`config.mk`:
```
export PLATFORM = sky130hd
export DESIGN_NAME = muldiv_unit
export DESIGN_NICKNAME = d
export VERILOG_FILES = /design/src/rtl/muldiv_pkg.sv /design/src/rtl/muldiv_negate.sv /design/src/rtl/muldiv_unit.sv
export SDC_FILE = /design/constraint.sdc
export NUM_CORES = 1
export LEC_CHECK = 0
export CORE_MARGIN = 2
export CORE_UTILIZATION = 46
export CTS_CLUSTER_DIAMETER = 80
export DETAILED_ROUTE_END_ITERATION = 16
export GPL_TIMING_DRIVEN = 0
export HOLD_SLACK_MARGIN = 0.12
export PLACE_DENSITY = 0.65
export SLEW_MARGIN = 20
export SYNTH_ARGS = -nofsm -noshare
export SYNTH_HDL_FRONTEND = slang
export SYNTH_SLANG_ARGS = --single-unit
```
`constraint.sdc`:
```
create_clock -name clk_i -period 3.3 [get_ports clk_i]
set_input_delay 0.33 -clock clk_i [delete_from_list [all_inputs] [get_ports clk_i]]
set_output_delay 0.33 -clock clk_i [all_outputs]
set_load 0.05 [all_outputs]
```
`src/rtl/muldiv_pkg.sv`:
```
// Shared types and helpers for the iterative multiply/divide unit.
package muldiv_pkg;

    typedef enum logic [1:0] {
        OP_MULT  = 2'd0,
        OP_MULTU = 2'd1,
        OP_DIV   = 2'd2,
        OP_DIVU  = 2'd3
    } op_e;

    typedef enum logic [1:0] {
        S_IDLE  = 2'd0,
        S_MUL   = 2'd1,
        S_DIV   = 2'd2,
        S_FIXUP = 2'd3
    } state_e;

    function automatic int iter_count(input int xlen, input int step);
        return xlen / step;
    endfunction

endpackage

```
`src/rtl/muldiv_negate.sv`:
```
// Conditional two's-complement: y = en ? -a : a.
module muldiv_negate #(
    parameter int W = 32
) (
    input  logic         en,
    input  logic [W-1:0] a,
    output logic [W-1:0] y
);

    assign y = en ? (~a + W'(1)) : a;

endmodule

```
`src/rtl/muldiv_unit.sv`:
```
// Iterative MULT/MULTU/DIV/DIVU unit with HI/LO registers and stall request.
module muldiv_unit #(
    parameter int XLEN     = 32,
    parameter int MUL_STEP = 1
) (
    input  logic            clk_i,
    input  logic            rst_i,
    input  logic            start_i,
    input  logic [1:0]      op_i,
    input  logic [XLEN-1:0] data1_i,
    input  logic [XLEN-1:0] data2_i,
    input  logic            mthi_i,
    input  logic            mtlo_i,
    input  logic            mf_req_i,
    input  logic            flush_i,
    output logic            busy_o,
    output logic            done_o,
    output logic            dz_o,
    output logic            stall_o,
    output logic [XLEN-1:0] hi_o,
    output logic [XLEN-1:0] lo_o
);
    import muldiv_pkg::*;

    localparam int N_MUL = iter_count(XLEN, MUL_STEP);
    localparam int N_DIV = XLEN;
    localparam int CW    = $clog2(XLEN + 1);
    localparam int AW    = 2 * XLEN;

    state_e            state_q, state_d;
    logic [CW-1:0]     cnt_q, cnt_d;
    logic [AW-1:0]     acc_q, acc_d;
    logic [XLEN-1:0]   b_q, b_d;
    logic [XLEN-1:0]   raw1_q, raw1_d;
    logic              div_q, div_d;
    logic              psign_q, psign_d;
    logic              rsign_q, rsign_d;
    logic [XLEN-1:0]   hi_q, hi_d;
    logic [XLEN-1:0]   lo_q, lo_d;
    logic              done_q, done_d;
    logic              dz_q, dz_d;

    op_e               op_w;
    logic              is_div;
    logic              is_sgn;
    logic [XLEN-1:0]   abs1, abs2;
    logic [AW-1:0]     prod_fix;
    logic [XLEN-1:0]   quo_fix, rem_fix;

    assign op_w   = op_e'(op_i);
    assign is_div = (op_w == OP_DIV) | (op_w == OP_DIVU);
    assign is_sgn = (op_w == OP_MULT) | (op_w == OP_DIV);

    muldiv_negate #(.W(XLEN)) u_abs1 (
        .en (is_sgn & data1_i[XLEN-1]),
        .a  (data1_i),
        .y  (abs1)
    );

    muldiv_negate #(.W(XLEN)) u_abs2 (
        .en (is_sgn & data2_i[XLEN-1]),
        .a  (data2_i),
        .y  (abs2)
    );

    muldiv_negate #(.W(AW)) u_prod_fix (
        .en (psign_q),
        .a  (acc_q),
        .y  (prod_fix)
    );

    muldiv_negate #(.W(XLEN)) u_quo_fix (
        .en (psign_q),
        .a  (acc_q[XLEN-1:0]),
        .y  (quo_fix)
    );

    muldiv_negate #(.W(XLEN)) u_rem_fix (
        .en (rsign_q),
        .a  (acc_q[AW-1:XLEN]),
        .y  (rem_fix)
    );

    // Multiply: acc = {partial high, remaining multiplier bits}.
    logic [XLEN+MUL_STEP-1:0] mul_sum;
    logic [AW-1:0]            mul_next;

    assign mul_sum  = {{MUL_STEP{1'b0}}, acc_q[AW-1:XLEN]}
                    + ({{MUL_STEP{1'b0}}, b_q}
                       * {{XLEN{1'b0}}, acc_q[MUL_STEP-1:0]});
    assign mul_next = {mul_sum, acc_q[XLEN-1:MUL_STEP]};

    // Divide: acc = {remainder, dividend/quotient shift register}.
    logic [XLEN:0]   div_trial;
    logic [AW-1:0]   div_next;

    assign div_trial = {acc_q[AW-1:XLEN], acc_q[XLEN-1]} - {1'b0, b_q};
    assign div_next  = div_trial[XLEN]
                     ? {acc_q[AW-2:0], 1'b0}
                     : {div_trial[XLEN-1:0], acc_q[XLEN-2:0], 1'b1};

    always_comb begin
        state_d = state_q;
        cnt_d   = cnt_q;
        acc_d   = acc_q;
        b_d     = b_q;
        raw1_d  = raw1_q;
        div_d   = div_q;
        psign_d = psign_q;
        rsign_d = rsign_q;
        hi_d    = hi_q;
        lo_d    = lo_q;
        done_d  = 1'b0;
        dz_d    = 1'b0;
        unique case (state_q)
            S_IDLE: begin
                if (start_i) begin
                    state_d = is_div ? S_DIV : S_MUL;
                    cnt_d   = '0;
                    acc_d   = {{XLEN{1'b0}}, is_div ? abs1 : abs2};
                    b_d     = is_div ? abs2 : abs1;
                    raw1_d  = data1_i;
                    div_d   = is_div;
                    psign_d = is_sgn & (data1_i[XLEN-1] ^ data2_i[XLEN-1]);
                    rsign_d = is_sgn & data1_i[XLEN-1];
                end else begin
                    if (mthi_i) hi_d = data1_i;
                    if (mtlo_i) lo_d = data1_i;
                end
            end
            S_MUL: begin
                acc_d = mul_next;
                cnt_d = cnt_q + CW'(1);
                if (cnt_q == CW'(N_MUL - 1)) state_d = S_FIXUP;
            end
            S_DIV: begin
                acc_d = div_next;
                cnt_d = cnt_q + CW'(1);
                if (cnt_q == CW'(N_DIV - 1)) state_d = S_FIXUP;
            end
            S_FIXUP: begin
                state_d = S_IDLE;
                done_d  = 1'b1;
                if (!div_q) begin
                    hi_d = prod_fix[AW-1:XLEN];
                    lo_d = prod_fix[XLEN-1:0];
                end else if (b_q == '0) begin
                    hi_d = raw1_q;
                    lo_d = '1;
                    dz_d = 1'b1;
                end else begin
                    hi_d = rem_fix;
                    lo_d = quo_fix;
                end
            end
            default: state_d = S_IDLE;
        endcase
        if (flush_i) begin
            state_d = S_IDLE;
            hi_d    = hi_q;
            lo_d    = lo_q;
            done_d  = 1'b0;
            dz_d    = 1'b0;
        end
    end

    always_ff @(posedge clk_i or negedge rst_i) begin
        if (!rst_i) begin
            state_q <= S_IDLE;
            cnt_q   <= '0;
            acc_q   <= '0;
            b_q     <= '0;
            raw1_q  <= '0;
            div_q   <= 1'b0;
            psign_q <= 1'b0;
            rsign_q <= 1'b0;
            hi_q    <= '0;
            lo_q    <= '0;
            done_q  <= 1'b0;
            dz_q    <= 1'b0;
        end else begin
            state_q <= state_d;
            cnt_q   <= cnt_d;
            acc_q   <= acc_d;
            b_q     <= b_d;
            raw1_q  <= raw1_d;
            div_q   <= div_d;
            psign_q <= psign_d;
            rsign_q <= rsign_d;
            hi_q    <= hi_d;
            lo_q    <= lo_d;
            done_q  <= done_d;
            dz_q    <= dz_d;
        end
    end

    assign busy_o  = (state_q != S_IDLE);
    assign done_o  = done_q;
    assign dz_o    = dz_q;
    assign stall_o = busy_o & (start_i | mf_req_i | mthi_i | mtlo_i);
    assign hi_o    = hi_q;
    assign lo_o    = lo_q;

endmodule

```
==> impl.org <==
** Layout
- After the last flow step, the layout net total stands at 2587.
- Final Core Density :: 58.3%
- The finished cells cover 21400 um^2.
- Post-route non-filler standard cell count :: 2926
- Area growth from synthesis to layout :: 24.6%
- Share of final-layout standard cells stronger than drive strength 1 :: 13.6%

** Place
- Final HPWL from detailed placement :: 54800 um
- Cell count after placement :: 2815
- Buffers placed on the I/O ports in this run total 136.
- DP Area :: 19200 um^2
- Prior to clock tree synthesis, the placed netlist has a worst setup slack of -1.13 ns.
- The congestion estimate from routability-driven global placement came to 0.964.

** Worst setup path
- Maximum net fanout on the critical path :: 5
- The critical path is of the flip-flop to flip-flop type.
- Capturing element type of the critical path :: flip-flop
- Data on the critical path arrives at its endpoint at 3.86 ns.
- Startpoint types :: flip-flop
- Together, buffers and inverters on the worst path number 4.
- The critical path crosses 16 cells after its start point.
- For this run, the slowest stage of the critical path takes 0.38 ns.
- Dominant delay contributor by cell family on the critical path :: compound AO/OA/AOI/OAI gates
- Required arrival time at the worst endpoint :: 3.73 ns
- The critical path goes through clkbuf_8, inv_8, fa_2, nand2b_4, a21oi_4, o21ai_4, o21ai_4, a31oi_4, o311ai_4, a211oi_4, a21oi_4, xor2_4, buf_6, clkbuf_16, mux2i_1, o21ai_1.
- Worst reg-to-reg path cell count :: 16
- The slowest stage of the critical path is the sky130_fd_sc_hd__fa_2 cell.

** GRT
- Entering global routing, the biggest net connects 97 pins.
- Antenna violations before repair :: 0
- Global routing consumed, over all layers together, 35.9% of the routing resources.
- The first global-routing pass estimated 106000 um of wire.
- For this run the aggregate overflow at the end of global routing stands at 0.
- Number of global-route vias before repair :: 17716

** Timing
- Timing would allow up to 292 MHz.
- Final-report hold violation count :: 0
- Summed over all failing endpoints, the final setup total negative slack is -2.56 ns.
- Final period utilization :: 104%
- Post-route setup slack :: -0.128 ns
- For the finished layout, the period the worst path requires is 3.43 ns.
- The max-slew violation total from the final report came to 0.
- Headroom to the max-slew limit came out at 36.4%.
- Setup violations remaining at the end of the flow were counted as 32.
- Final Skew :: 0.0219 ns
- At the pin with the least slew margin, the transition time is 0.954 ns.
- RSZ-0062 raised after global routing :: yes

** Clock network
- After clock tree synthesis, the clock-pin slew on the worst setup and hold paths is 0.07 ns.
- Clock tree synthesis found a total of 205 sinks.
- The root buffer cell chosen for the clock tree is sky130_fd_sc_hd__clkbuf_16.
- The later pin in the worst-skew pair is clocked with a latency of 0.57 ns.
- The number of clock buffers added by TritonCTS is 26.
- TritonCTS built the clock tree.
- The clock passes through at most 3 buffers.
- CTS H-Tree Depth :: 1

** Yosys
- Most repeated cell in the gate-level netlist after synthesis :: sky130_fd_sc_hd__nand2_1
- Share of synthesized registers carrying an async set or reset :: 100%
- Largest family of logic cells by synthesized area :: compound AO/OA/AOI/OAI gates
- In the synthesized netlist, mux cells make up 4.62% of the area.
- The synthesized netlist devotes 26.9% of its cell area to compound gates.
- Of the total synthesized cell area, the portion taken by AND, OR, NAND and NOR gates is 18.8%.
- By area the synthesized netlist is led by sky130_fd_sc_hd__dfrtp_1 (30%), sky130_fd_sc_hd__a21oi_1 (6.4%), sky130_fd_sc_hd__o21ai_0 (6.3%).
- Post-Syn Area :: 17200 um^2
- Flop and latch count out of synthesis :: 205
- Xor/xnor share of the synthesized area :: 9.03%
- Post-synth EDFFs :: 0
- The top cell type by area accounts for 29.9% of the synthesized area.
- Most frequent cells after synthesis :: sky130_fd_sc_hd__nand2_1 (262), sky130_fd_sc_hd__nor2_1 (226), sky130_fd_sc_hd__a21oi_1 (220)
- Yosys printed 0 warnings.
- Number of different library cells in the post-synthesis netlist :: 84
- Register area share after synthesis :: 29.9%
- After Yosys synthesis, full adders, half adders and majority gates account for 5.62% of the synthesized area.
- The cell count after synthesis came out at 2209.
- Number of nets produced by synthesis :: 2358
- In the synthesized netlist the dominant register cell turns out to be sky130_fd_sc_hd__dfrtp_1.
- In this run the mean area of a mapped cell was 7.77 um^2.
- Cell type with the largest total area after synthesis :: sky130_fd_sc_hd__dfrtp_1

** Floorplan
- For this design the top-level I/O count stands at 141.
- The floorplan step set the die width to 197 um.
- The initial utilization of the core area, before any placement, comes to 46.8%.
- Vertical extent of the die :: 197 um
- Row Count :: 70
- The floorplan step defined a die boundary enclosing 38900 um^2.
- The core region is 36700 um^2.

** Detailed routing
- Routed length per placed instance :: 24.2 um
- For this block, the routed nets add up to 70700 um of wire.
- The detail route stage leaves a number of antenna-violating nets equal to 0.
- Number of vias in the routed layout :: 18340
- After detailed routing, the number of remaining DRC violations is 0.
- Detailed-route vias per instance :: 6.27
- For this run, the detailed router's first-pass iteration total came to 5.
- Starting DRT DRC Count :: 1695

** Power and ir drop
- NetSw :: 0.0110 W
- In this run the power density over the cells is 997 nW/um^2.
- Share of total power in the clock network :: 14.5%
- The internal power of the cells totals 0.0103 W.
- Leak :: 9.00 nW
- Share of power burned in combinational logic :: 63.7%
- Portion of total power attributed to sequential cells :: 21.8%
- Worst-case vdd ir drop :: 0.000817 V
- Of the total power, the share spent switching nets is 51.6%.

** Outcome
- The final reports fail on setup timing.
- Run status :: finished with violations

** Hold path
- Depth of the worst hold-timing path :: 2
- The min-delay analysis places its worst path in the category primary input to flip-flop.

** Job
- Max-cap violations :: 0
layout by cell type, fill, tap and decap left out, types with 39 or more instances in the layout:
cell                                n
sky130_fd_sc_hd__nand2_1          259
sky130_fd_sc_hd__a22oi_1           47
sky130_fd_sc_hd__nor2_1           221
sky130_fd_sc_hd__buf_4             57
sky130_fd_sc_hd__a21oi_1          203
sky130_fd_sc_hd__o21ai_0          200
sky130_fd_sc_hd__xnor2_1           96
sky130_fd_sc_hd__xor2_1            77
sky130_fd_sc_hd__clkdlybuf4s50_1  132
sky130_fd_sc_hd__inv_1             59
sky130_fd_sc_hd__ha_1              62
sky130_fd_sc_hd__mux2i_1           39
sky130_fd_sc_hd__o21ai_1           41
sky130_fd_sc_hd__clkbuf_1         117
sky130_fd_sc_hd__dfrtp_1          186
path summary, 6_finish.rpt:
| kind | start | end | slack, ns |
|---|---|---|---|
| worst max-delay path | acc_q[32]$_DFFE_PN0P_ | acc_q[47]$_DFFE_PN0P_ | -0.13 |
| worst min-delay path | data1_i[2] | raw1_q[2]$_DFFE_PN0P_ | 0.22 |
| worst max register to register | acc_q[32]$_DFFE_PN0P_ | acc_q[47]$_DFFE_PN0P_ | -0.13 |
| worst min register to register | hi_o[31]$_DFFE_PN0P_ | hi_o[31]$_DFFE_PN0P_ | 0.48 |
| max in group asynchronous | rst_i | acc_q[58]$_DFFE_PN0P_ | 2.14 |
| min in group asynchronous | rst_i | lo_o[14]$_DFFE_PN0P_ | 0.29 |
routing by layer:
layer | global-route usage (%) | routed length (um)
met4 | 16.7 | 3640
met5 | 0 | 0
met3 | 6.64 | 6150
met1 | 47.8 | 29100
met2 | 56.6 | 31800
stage by stage:
stage          hold WS, ns  total power (W)
2_1_floorplan       0.0344           0.0129
3_3_place_gp         0.466           0.0168
3_5_place_dp         0.289           0.0169
4_1_cts              0.156           0.0205
5_1_grt              0.209           0.0226
6_report             0.219           0.0213
repair_timing:
| item | in CTS | in global routing |
|---|---|---|
| cloned | 1 | 2 |
| hold buffers | 1 | 0 |
| setup endpoints to repair | 44 | 85 |
| pin swaps | 21 | 34 |
| gates resized for setup | 76 | 119 |
| setup buffers | 37 | 30 |
| endpoints found under the hold margin | 56 | 0 |
area by class of cell:
class	count	area [um^2]
Multi-Input combinational cell	1782	11800
Antenna cell	1	2.50
Clock inverter	13	156
Buffer	150	677
Inverter	67	262
Sequential cell	205	5150
Tap cell	468	586
Fill cell	3408	15300
Timing Repair Buffer	206	2030
Clock buffer	34	762
flip-flops by register name, summed over array words and instances (netlist names):
name     flops
rsign_q      1
state_q      2
div_q        1
hi_o        32
raw1_q      32
cnt_q        6
psign_q      1
b_q         32
lo_o        32
done_o       1
dz_o         1
acc_q       64
logic make-up after synthesis:
group / count (synthesis)
adder cells (fa/ha/maj): 76
multiplexers: 75
XOR/XNOR: 175
flip-flops: 205
AND/OR/NAND/NOR: 698
AO/OA/AOI/OAI: 758
buffers and inverters: 222
power by group through the flow:
stage,Clock [W],Sequential (W),Combinational (W)
after global routing,0.00322,0.00476,0.0146
after global placement,0,0.00464,0.0122
after floorplan,0,0.00563,0.00726
final,0.00309,0.00466,0.0136
after detailed placement,0,0.00466,0.0123
after CTS,0.00311,0.00460,0.0128
(Power assumes the default switching activity.)
